--- config.mk ---
export PLATFORM = sky130hd
export DESIGN_NAME = decode_stage_hz
export DESIGN_NICKNAME = d
export VERILOG_FILES = /design/src/rtl/decode_stage_hz.sv
export SDC_FILE = /design/constraint.sdc
export NUM_CORES = 1
export LEC_CHECK = 0
export ABC_CLOCK_PERIOD_IN_PS = 2100
export CAP_MARGIN = 20
export CORE_UTILIZATION = 38
export CTS_CLUSTER_SIZE = 12
export DETAILED_ROUTE_END_ITERATION = 6
export PLACE_DENSITY = 0.73
export SLEW_MARGIN = 20
export SYNTH_ARGS = -nofsm -noshare
export SYNTH_HDL_FRONTEND = slang
export SYNTH_SLANG_ARGS = --single-unit
--- constraint.sdc ---
create_clock -name clk -period 2.1 [get_ports clk]
set_clock_uncertainty 0.05 [all_clocks]
set_input_delay 0.42 -clock clk [delete_from_list [all_inputs] [get_ports clk]]
set_output_delay 0.42 -clock clk [all_outputs]
set_load 0.005 [all_outputs]
--- src/rtl/decode_stage_hz.sv ---
// ID stage with built-in ID/EX register: decodes one instruction per cycle and inserts
// its own bubbles for load-use and multiply-latency hazards, honouring downstream stall/flush.
module decode_stage_hz #(
    parameter int ADDR_W   = 32,
    parameter int REG_SIZE = 32,
    parameter int REG_ADDR = 5,
    parameter int MUL_LAT  = 4
) (
    input  logic                clk,
    input  logic                reset,
    input  logic                in_valid,
    input  logic [ADDR_W-1:0]   pc,
    input  logic [31:0]         instruction,
    input  logic                stall,
    input  logic                flush,
    output logic [REG_ADDR-1:0] src_reg1,
    output logic [REG_ADDR-1:0] src_reg2,
    input  logic [REG_SIZE-1:0] rin_reg1,
    input  logic [REG_SIZE-1:0] rin_reg2,
    output logic                stall_out,
    output logic [ADDR_W-1:0]   jump_addr,
    output logic                is_jump,
    output logic                out_valid,
    output logic [ADDR_W-1:0]   out_pc,
    output logic [ADDR_W-1:0]   out_imm,
    output logic [REG_ADDR-1:0] out_addr_reg1,
    output logic [REG_ADDR-1:0] out_addr_reg2,
    output logic [REG_SIZE-1:0] rout_reg1,
    output logic [REG_SIZE-1:0] rout_reg2,
    output logic [REG_ADDR-1:0] dest_reg,
    output logic [5:0]          op_code,
    output logic [5:0]          funct_code,
    output logic                regwrite,
    output logic                memtoreg,
    output logic                memread,
    output logic                memwrite,
    output logic                byteword,
    output logic                alusrc,
    output logic                branch,
    output logic                is_mult
);
    localparam logic [5:0] OP_RTYPE = 6'h00, OP_JUMP = 6'h02, OP_BEQ = 6'h04, OP_ADDI = 6'h08;
    localparam logic [5:0] OP_LDB = 6'h20, OP_LDW = 6'h23, OP_STB = 6'h28, OP_STW = 6'h2B;
    localparam logic [5:0] FN_MUL = 6'h18;
    localparam int CNT_W = (MUL_LAT < 1) ? 1 : $clog2(MUL_LAT + 1);
    localparam logic [ADDR_W-1:0] JMASK = {4'hF, {(ADDR_W-4){1'b0}}};

    // control vector order: regwrite,memtoreg,memread,memwrite,byteword,alusrc,branch,is_mult
    logic [7:0]          ctrl_q, ctrl_d, dec_ctrl;
    logic                valid_q, valid_d;
    logic [ADDR_W-1:0]   pc_q, pc_d, imm_q, imm_d;
    logic [REG_ADDR-1:0] ra1_q, ra1_d, ra2_q, ra2_d, dest_q, dest_d, dec_dest;
    logic [REG_SIZE-1:0] rd1_q, rd1_d, rd2_q, rd2_d;
    logic [5:0]          op_q, op_d, fn_q, fn_d;
    logic [CNT_W-1:0]    mul_cnt_q, mul_cnt_d;
    logic [REG_ADDR-1:0] mul_dest_q, mul_dest_d;

    logic [5:0]          opcode, funct;
    logic [REG_ADDR-1:0] rs, rt, rd;
    logic                use_rs, use_rt, ld_hz, mul_hz, hazard;

    assign opcode   = instruction[31:26];
    assign funct    = instruction[5:0];
    assign rs       = REG_ADDR'(instruction[25:21]);
    assign rt       = REG_ADDR'(instruction[20:16]);
    assign rd       = REG_ADDR'(instruction[15:11]);
    assign src_reg1 = rs;
    assign src_reg2 = rt;

    always_comb begin
        dec_ctrl = 8'b0;
        dec_dest = '0;
        use_rt   = 1'b0;
        unique case (opcode)
            OP_RTYPE: begin
                dec_ctrl = {7'b1000000, funct == FN_MUL};
                dec_dest = rd;
                use_rt   = 1'b1;
            end
            OP_ADDI: begin dec_ctrl = 8'b10000100; dec_dest = rt; end
            OP_LDW:  begin dec_ctrl = 8'b11101100; dec_dest = rt; end
            OP_LDB:  begin dec_ctrl = 8'b11100100; dec_dest = rt; end
            OP_STW:  begin dec_ctrl = 8'b00011100; use_rt = 1'b1; end
            OP_STB:  begin dec_ctrl = 8'b00010100; use_rt = 1'b1; end
            OP_BEQ:  begin dec_ctrl = 8'b00000010; use_rt = 1'b1; end
            default: ;
        endcase
    end

    // register 0 is hardwired, so a match against it is never a real dependency
    assign use_rs = (opcode != OP_JUMP);
    assign ld_hz  = valid_q && ctrl_q[5] && (dest_q != '0) &&
                    ((use_rs && rs == dest_q) || (use_rt && rt == dest_q));
    assign mul_hz = (mul_cnt_q != '0) && (mul_dest_q != '0) &&
                    ((use_rs && rs == mul_dest_q) || (use_rt && rt == mul_dest_q));
    assign hazard = in_valid && (ld_hz || mul_hz);

    assign stall_out = stall || (hazard && !flush);
    assign jump_addr = (pc & JMASK) | ADDR_W'({instruction[25:0], 2'b00});
    assign is_jump   = (opcode == OP_JUMP) && in_valid && !stall_out && !flush;

    always_comb begin
        valid_d    = valid_q;
        ctrl_d     = ctrl_q;
        pc_d       = pc_q;
        imm_d      = imm_q;
        ra1_d      = ra1_q;
        ra2_d      = ra2_q;
        rd1_d      = rd1_q;
        rd2_d      = rd2_q;
        dest_d     = dest_q;
        op_d       = op_q;
        fn_d       = fn_q;
        mul_dest_d = mul_dest_q;
        mul_cnt_d  = mul_cnt_q;
        // the multiply already in EX keeps ageing even when ID is flushed
        if (!stall && mul_cnt_q != '0)
            mul_cnt_d = mul_cnt_q - CNT_W'(1);
        if (flush || (!stall && (hazard || !in_valid))) begin
            valid_d = 1'b0;
            ctrl_d  = 8'b0;
            dest_d  = '0;
        end else if (!stall) begin
            valid_d = 1'b1;
            ctrl_d  = dec_ctrl;
            pc_d    = pc;
            imm_d   = {{(ADDR_W-16){instruction[15]}}, instruction[15:0]};
            ra1_d   = rs;
            ra2_d   = rt;
            rd1_d   = rin_reg1;
            rd2_d   = rin_reg2;
            dest_d  = dec_dest;
            op_d    = opcode;
            fn_d    = funct;
            if (dec_ctrl[0] && MUL_LAT != 0) begin
                mul_dest_d = dec_dest;
                mul_cnt_d  = CNT_W'(MUL_LAT);
            end
        end
    end

    always_ff @(posedge clk) begin
        if (reset) begin
            valid_q    <= 1'b0;
            ctrl_q     <= 8'b0;
            pc_q       <= '0;
            imm_q      <= '0;
            ra1_q      <= '0;
            ra2_q      <= '0;
            rd1_q      <= '0;
            rd2_q      <= '0;
            dest_q     <= '0;
            op_q       <= '0;
            fn_q       <= '0;
            mul_dest_q <= '0;
            mul_cnt_q  <= '0;
        end else begin
            valid_q    <= valid_d;
            ctrl_q     <= ctrl_d;
            pc_q       <= pc_d;
            imm_q      <= imm_d;
            ra1_q      <= ra1_d;
            ra2_q      <= ra2_d;
            rd1_q      <= rd1_d;
            rd2_q      <= rd2_d;
            dest_q     <= dest_d;
            op_q       <= op_d;
            fn_q       <= fn_d;
            mul_dest_q <= mul_dest_d;
            mul_cnt_q  <= mul_cnt_d;
        end
    end

    assign out_valid     = valid_q;
    assign out_pc        = pc_q;
    assign out_imm       = imm_q;
    assign out_addr_reg1 = ra1_q;
    assign out_addr_reg2 = ra2_q;
    assign rout_reg1     = rd1_q;
    assign rout_reg2     = rd2_q;
    assign dest_reg      = dest_q;
    assign op_code       = op_q;
    assign funct_code    = fn_q;
    assign {regwrite, memtoreg, memread, memwrite, byteword, alusrc, branch, is_mult} = ctrl_q;
endmodule

* After elaboration in Yosys (flattened, before gate mapping) *
Index checks and enable logic that the tools add are counted.

word-level totals
  output and inout bits = 208
  bits in registers = 156

cells by class
  equal/unequal tests = 13
  bitwise logic cells = 3
  add/sub/neg operators = 1
  mux-type cells = 7
  reductions and logical operators = 35

operator list
  kind                   number
  $pmux W8 S7            1
  $or A32 B28 Y32        1
  $eq A6 B6 Y1 const B   4
  $eq A5 B5 Y1           4
  $logic_and A1 B1 Y1    16
  $mux W3                4
  $pmux W5 S2            1
  $reduce_bool A5 Y1     2
  $eq A6 B2 Y1 const B   1
  $eq A6 B3 Y1 const B   1
  $eq A6 B4 Y1 const B   1
  $eq A6 B5 Y1 const B   1
  $logic_not A6 Y1       1
  $logic_or A1 B1 Y1     6
  $ne A6 B2 Y1 const B   1
  $logic_not A1 Y1       4
  $reduce_or A4 Y1       1
  $reduce_and A3 Y1      1
  $reduce_bool A3 Y1     1
  $reduce_or A3 Y1       1
  $sub A3 B1 Y3 const B  1
  $not A1 Y1             2
  $reduce_and A2 Y1      1
  $reduce_or A2 Y1       1
  $mux W1                1

* Logic depth before layout (Yosys ltp) *
Gate-level depths: netlist (run 1).

  depth after elaboration = 13
  mapped depth = 10
  gate-level depth less buffers = 8

* Worst setup path before layout (run 1) *
No wires, ideal clock.

  path kind = flip-flop to output port
  start point = reg dest_q[0], in the netlist dest_reg[0]
  end point = out stall_out
  stages on the path, launching flop included = 8
  slack = -0.158 ns
  arrival = 1.788 ns
  data required time = 1.630 ns
  path through = dfxtp_1 or3_1 o311a_1 and4_4 o21ai_1 buf_2 nand2_2 a21o_1

between the ends
  cells in the longest elaborated chain, start to end = 8
  elaborated cells between the ends (all ways) = 12

RTL lines
  element                 line  text
  start, declared         52    logic [REG_ADDR-1:0] ra1_q, ra1_d, ra2_q, ra2_d, dest_q, dest_d, dec_dest;
  start signal, assigned  166   dest_q <= dest_d;
  $eq A5 B5 Y1            93    ((use_rs && rs == dest_q) || (use_rt && rt == dest_q));
  $logic_and A1 B1 Y1     93
  $logic_or A1 B1 Y1      93
  $logic_and A1 B1 Y1 *   92    assign ld_hz = valid_q && ctrl_q[5] && (dest_q != '0) &&
  $logic_or A1 B1 Y1 *    96    assign hazard = in_valid && (ld_hz || mul_hz);
  $logic_and A1 B1 Y1 *   96
  $logic_and A1 B1 Y1 *   98    assign stall_out = stall || (hazard && !flush);
  $logic_or A1 B1 Y1 *    98
  end, declared           20    output logic stall_out,

Every way passes the cells marked *; elsewhere a longest branch is shown, timed or not.

* Worst setup path in the final report (run 1) *
  start point = reg dest_q[2], in the netlist dest_reg[2]
  end point = out stall_out

The elaborated chain is that of the path after synthesis.

==> results of run 1 <==
[cell type report]
type                    count  area [um2]  area share
repair buffers            451        4580       0.366
multi-input cells         526        4020       0.321
flip-flops and latches    149        2990       0.239
clock buffers              19         433      0.0346
well taps                 265         332      0.0265
clock inverters            13         148      0.0118
inverters                   3        11.3    0.000901
[cells in the final DEF (no fill, tap or decap), types with 3 or more instances in the layout]
master / n
o32ai_2: 4
clkdlybuf4s50_1: 329
mux2_4: 5
clkinvlp_4: 4
a32oi_1: 6
clkbuf_16: 17
nor3_1: 5
nand2b_1: 258
nand3_1: 4
xor2_1: 15
mux2i_1: 124
nor3_2: 3
dlygate4sd2_1: 4
buf_12: 18
nand2_1: 16
nor2b_1: 9
dfxtp_1: 146
a21oi_2: 3
xnor2_1: 7
a21oi_1: 7
inv_6: 5
buf_4: 75
nor2_1: 17
buf_6: 10
inv_1: 3
buf_8: 10
nand4_1: 6
mux2i_2: 3
dfxtp_2: 3
[through the flow]
stage          cell area [um2]   util  instances
2_1_floorplan             7700      -        793
3_3_place_gp             11300  0.577       1374
3_5_place_dp             11300  0.577       1374
4_1_cts                  12600  0.641       1435
5_1_grt                  12500  0.636       1426
6_report                 12500  0.636       1426
[final timing paths]
| check | from | slack, ns | to |
|---|---|---|---|
| setup / recovery | dest_reg[2] | -0.65 | stall_out |
| hold reg to reg | rout_reg2[3] | 0.42 | rout_reg2[3] |
| hold / removal | reset | 0.39 | mul_cnt_q[2] |
| setup reg to reg | dest_reg[2] | -0.55 | rout_reg1[17] |
[kinds of logic (layout without fill, tap and decap cells)]
family                   after synthesis  after routing
AND/OR/NAND/NOR                      334            334
XOR/XNOR                              23             23
multiplexers                         133            133
flip-flops                           149            149
other                                  1              2
adder cells (fa/ha/maj)                2              2
buffers and inverters                118            486
AO/OA/AOI/OAI                         32             32
[where the power goes]
group          switching [mW]  internal, mW  leakage, nW
Clock                    1.28          1.77        0.271
Combinational           0.517         0.901         3.14
Sequential             0.0612          2.94         1.21
Total                    1.86          5.61         4.62
[worst reg2reg max path, stage by stage (launching register included)]
cell	delay (ns)
dfxtp_2	0.32
or3_4	0.38
o311a_4	0.34
buf_4	0.14
a311o_1	0.39
buf_4	0.16
nor2_4	0.12
buf_12	0.14
buf_12	0.15
buf_12	0.15
mux2i_4	0.23
[timing repair]
item | 4_1_cts | 5_1_grt
endpoints found under the setup margin | 162 | 155
hold buffers | 0 | 0
buffers inserted | 22 | 9
cloned | 8 | 0
pin swaps | 13 | 12
endpoints found under the hold margin | 0 | 0
resized for setup | 78 | 41
[per-layer routing]
layer / wire length, um / up-vias
li1: - / 3244
met4: 345 / 0
met5: 0 / -
met3: 2210 / 24
met2: 11600 / 263
met1: 8980 / 3095
==> run summary, run 1 <==
dpl hpwl = 16400 um
max-slew violation count = 0
GP Congestion = 0.865
critical path data required time = 1.63 ns
WS Path Type = reg -> out
drt wl/cell = 16.2 um
most area-hungry cell type in the Yosys netlist = dfxtp_1
cells after synthesis = 792
vias in the first global route = 6704
largest stage delay on the critical path = 0.38 ns
CP cell instances = or3_4 > o311a_4 > buf_6 > and4_4 > o21ai_4 > nand2_2 > a21o_1 > buf_2
top-count cell post-synth = nand2b_1
pwr dens = 598 nW/um2
Reg clk slew, reported paths = 0.07 ns
Netlist cell types = 46
Synth Area in Compound Gates = 0.0296
die width = 144 um
syn_area_per_cell = 9.70 um2
Worst path top cell family by delay = compound AO/OA/AOI/OAI gates
Leak Pwr = 4.62 nW
TritonCTS Sinks = 149
routed via count = 6626
met2 usage in global routing = 0.391
top post-synthesis cells by area = dfxtp_1 39%, nand2b_1 21%, mux2i_1 17%
Synth async-reset ratio = 0
final hold violations = 0
status = finished with violations
total of max-cap violations = 0
Yosys reg bits = 149
post-synthesis xor/xnor area fraction = 0.0262
Tcrit/Tclk final = 1.31
initial core utilization = 0.391
Hold/Removal Path Class = in -> reg
CTS tree = built
Antenna Cells = 0
fmax = 0.363 GHz
Max rail drop VDD = 511 uV
# rows = 51
DRT iter0 DRCs = 254
final WL = 23100 um
Core ar. = 19700 um2
Seq/Total Area, Yosys = 0.388
chip height = 144 um
Die Footprint = 20800 um2
Residual DRC = 0
total negative slack = -65.50 ns
hold path cells = 2
Critical Path Slowest Stage Cell = or3_4
Synth Area in Simple Gates = 0.261
Filler Cells Inserted = 1619
setup violators final = 151
mux cell area share after synthesis = 0.174
worst skew pair latency = 0.42 ns
CTS Buf Count = 17
GRT Total Usage = 0.218
combinational family with the most area after synthesis = simple AND/OR/NAND/NOR gates
violated checks = setup timing
worst-path maximum fanout = 3
Port Buffers = 338
nets = 1283
Longest Clk Path Bufs = 2
share of post-route cells with drive strength above 1 = 0.158
RSZ-0062 raised after global routing = true
GRT Max-Usage Layer = met2
post-route ant nets = 0
total power = 7.47 mW
initial antenna violation count = 0
data arrival time of the worst path = 2.28 ns
largest net degree at the start of global routing = 76
dominant synthesized flop cell = dfxtp_1
GRT met3 Usage = 0.0805
worst slack, placed = -0.994 ns
Crit path depth = 8
Commonest cells post-synth = 258 x nand2b_1, 149 x dfxtp_1, 128 x mux2i_1
htree depth = 4
final worst slack = -0.655 ns
Root Driver = clkbuf_16
Synth Warn # = 0
Crit. End Element = primary output
R2R depth = 10
mapped cell area = 7680 um2
io pins = 341
Hold WS = 0.386 ns
first-pass GRT wire length = 34700 um
CP Buf/Inv Count = 2
EDFF count, synth = 0
area share of fa/ha/maj cells after synthesis = 0.00326
met1 usage = 0.237
CP Launch Type = register
vias per std cell = 4.65
area grow syn2layout = 62.7%
grt total ovfl = 0
Synth top area share = 0.388
Pre-antenna DRT Iters = 4
min Tclk post-route = 2.75 ns
(Power assumes the default switching activity.)
==> run 2, diff against run 1 <==
ABC_CLOCK_PERIOD_IN_PS = not set   (was 2100)
==> results of run 2 <==
The final DEF is identical to that of run 1; final timing and power are the same.
==> run 3, diff against run 2 <==
CORE_UTILIZATION = 43   (was 38)
PLACE_DENSITY = 0.78   (was 0.73)
clock period = 2.9 ns   (was 2.1 ns; I/O delays follow)
==> run 3 against run 2 <==
Effect of this change:
- setup slack better by 0.74 ns
- clock power fell by 30%
- the flow now finishes without violations
- routed wire length decreased by 8.7%
- die area is 11% lower
- total power down 30%
- design area decreased by 5.6%
==> run summary, run 3 (synthesis results as in run 1) <==
Residual DRC = 0 (unchanged)
WS Path Type = reg -> out (unchanged)
htree depth = 4 (unchanged)
Longest Clk Path Bufs = 2 (unchanged)
first-pass GRT wire length = 31300 um (was 34700 um)
initial antenna violation count = 0 (unchanged)
hold path start = out_pc[28] (was reset)
area grow syn2layout = 53.6% (was 62.7%)
# rows = 48 (was 51)
TritonCTS Sinks = 149 (unchanged)
data arrival time of the worst path = 2.18 ns (was 2.28 ns)
routed via count = 6401 (was 6626)
DRT iter0 DRCs = 220 (was 254)
grt total ovfl = 0 (unchanged)
reg2reg setup slack = 0.36 ns (was -0.55 ns)
largest stage delay on the critical path = 0.39 ns (was 0.38 ns)
Tcrit/Tclk final = 0.969
post-route ant nets = 0 (unchanged)
drt wl/cell = 15.7 um (was 16.2 um)
initial core utilization = 0.443 (was 0.391)
min Tclk post-route = 2.81 ns
critical path data required time = 2.27 ns (was 1.63 ns)
CP Launch Type = register (unchanged)
Core ar. = 17400 um2 (was 19700 um2)
Port Buffers = 338 (unchanged)
Hold/Removal Path Class = reg -> reg (was in -> reg)
most frequent cells in the layout = 325 x clkdlybuf4s50_1, 258 x nand2b_1, 148 x dfxtp_1 (was 329 x clkdlybuf4s50_1, 258 x nand2b_1, 146 x dfxtp_1)
final hold violations = 0 (unchanged)
Die Footprint = 18400 um2 (was 20800 um2)
worst reg2reg startpoint = dest_reg[2] (unchanged)
Antenna Cells = 0 (unchanged)
GP Congestion = 0.867 (was 0.865)
Reg power frac = 0.416 (was 0.402)
Hold Buf Count CTS = 0 (unchanged)
R2R depth = 9 (was 10)
max-slew violation count = 0 (unchanged)
Worst slew margin = 0.665
vias per std cell = 4.77 (was 4.65)
CTS tree = built (unchanged)
combinational share of power = 0.172 (was 0.190)
r2r endpoint = rout_reg1[13] (was rout_reg1[17])
GRT Total Usage = 0.222 (was 0.218)
CP cell instances = or3_4 > o311a_4 > and4_4 > o21a_1 > nor3_2 > buf_2 (was or3_4 > o311a_4 > buf_6 > and4_4 > o21ai_4 > nand2_2 > a21o_1 > buf_2)
Filler Cells Inserted = 1430 (was 1619)
pwr dens = 443 nW/um2 (was 598 nW/um2)
fmax = 0.356 GHz
chip height = 136 um (was 144 um)
Critical Path Slowest Stage Cell = or3_4 (unchanged)
hold path endpoint = out_pc[28] (was mul_cnt_q[2])
CTS Buf Count = 17 (unchanged)
Max rail drop VDD = 384 uV (was 511 uV)
Reg clk slew, reported paths = 0.06 ns (was 0.07 ns)
dpl hpwl = 15700 um (was 16400 um)
die width = 136 um (was 144 um)
RSZ-0062 raised after global routing = false (was true)
Leak Pwr = 4.37 nW (was 4.62 nW)
Hold WS = 0.419 ns (was 0.386 ns)
Clock Power Share = 0.412 (was 0.409)
worst-path maximum fanout = 2 (was 3)
Crit. End Element = primary output (unchanged)
total of max-cap violations = 0 (unchanged)
post-route cell area = 11800 um2 (was 12500 um2)
final WL = 21100 um (was 23100 um)
io pins = 341 (unchanged)
placed cell area = 11100 um2 (was 11300 um2)
vias in the first global route = 6145 (was 6704)
Switch Pwr = 1.29 mW (was 1.86 mW)
actual slew at the worst max-slew pin = 0.502 ns
worst skew pair latency = 0.42 ns (about the same)
setup violators final = 0 (was 151)
nets = 1240 (was 1283)
status = completed (was finished with violations)
internal power = 3.94 mW (was 5.61 mW)
Sw Share = 0.247 (was 0.249)
Pre-antenna DRT Iters = 4 (unchanged)
Root Driver = clkbuf_16 (unchanged)
Worst path top cell family by delay = simple AND/OR/NAND/NOR gates (was compound AO/OA/AOI/OAI gates)
most common cell after layout, fill and taps aside = clkdlybuf4s50_1 (unchanged)
largest net degree at the start of global routing = 164 (was 76)
hold path cells = 2 (unchanged)
CP Buf/Inv Count = 1 (was 2)
share of post-route cells with drive strength above 1 = 0.109 (was 0.158)
-- run 3: final cells by class --
| cell class | instances | area [um2] | share of cell area |
|---|---|---|---|
| inverter | 3 | 11.3 | 0.000954 |
| clock buffer | 20 | 457 | 0.0387 |
| timing repair buffer | 408 | 4060 | 0.344 |
| tap | 225 | 282 | 0.0239 |
| clock inverter | 12 | 118 | 0.00997 |
| multi-input combinational | 526 | 3890 | 0.330 |
| sequential | 149 | 2980 | 0.253 |
-- run 3: how the worst max path moves through the flow --
stage                               start   endpoint  slack [ns]  cells past startpoint
after floorplan               dest_reg[0]  stall_out        0.48                      7
after global placement    instruction[26]    is_jump       -0.50                      7
after detailed placement  instruction[26]    is_jump       -0.51                      7
after CTS                     dest_reg[2]    is_jump      -0.005                      6
after global routing      instruction[22]    is_jump        0.02                      7
final                         dest_reg[2]    is_jump        0.09                      6
-- run 3: timing repair --
action,4_1_cts,5_1_grt
setup buffers,3,3
resized for setup,19,18
pin swaps,10,8
setup endpoints to repair,2,2
cloned,0,0
-- run 3: stage by stage --
step / setup WS, ns / setup TNS, ns / util / cells / total power [mW]
2_1_floorplan: 0.482 / 0 / - / 793 / 2.65
3_3_place_gp: -0.504 / -10.79 / 0.638 / 1305 / 3.11
3_5_place_dp: -0.513 / -16.74 / 0.638 / 1305 / 3.12
4_1_cts: -0.00493 / -0.00493 / 0.675 / 1340 / 5.29
5_1_grt: 0.0238 / 0 / 0.680 / 1343 / 5.44
6_report: 0.0887 / 0 / 0.680 / 1343 / 5.23
-- run 3: metal layers --
| layer | GRT usage | routed length, um |
|---|---|---|
| met1 | 0.244 | 8350 |
| met2 | 0.384 | 10200 |
| met3 | 0.0778 | 1980 |
| met4 | 0.0936 | 549 |
| met5 | 0 | 0 |
-- run 3: power groups by stage --
stage | combinational [mW] | clock, mW | sequential (mW)
2_1_floorplan | 0.430 | 0 | 2.22
3_3_place_gp | 0.888 | 0 | 2.22
3_5_place_dp | 0.894 | 0 | 2.22
4_1_cts | 0.904 | 2.21 | 2.18
5_1_grt | 0.973 | 2.28 | 2.18
6_report | 0.897 | 2.15 | 2.18
-- run 3: worst reg2reg max path, stage by stage, from the launching register on --
cell,delay [ns]
dfxtp_2,0.32
or3_4,0.39
o311a_4,0.37
buf_6,0.12
a311o_1,0.29
buf_4,0.15
nor2_4,0.18
buf_12,0.19
buf_12,0.19
mux2i_1,0.22
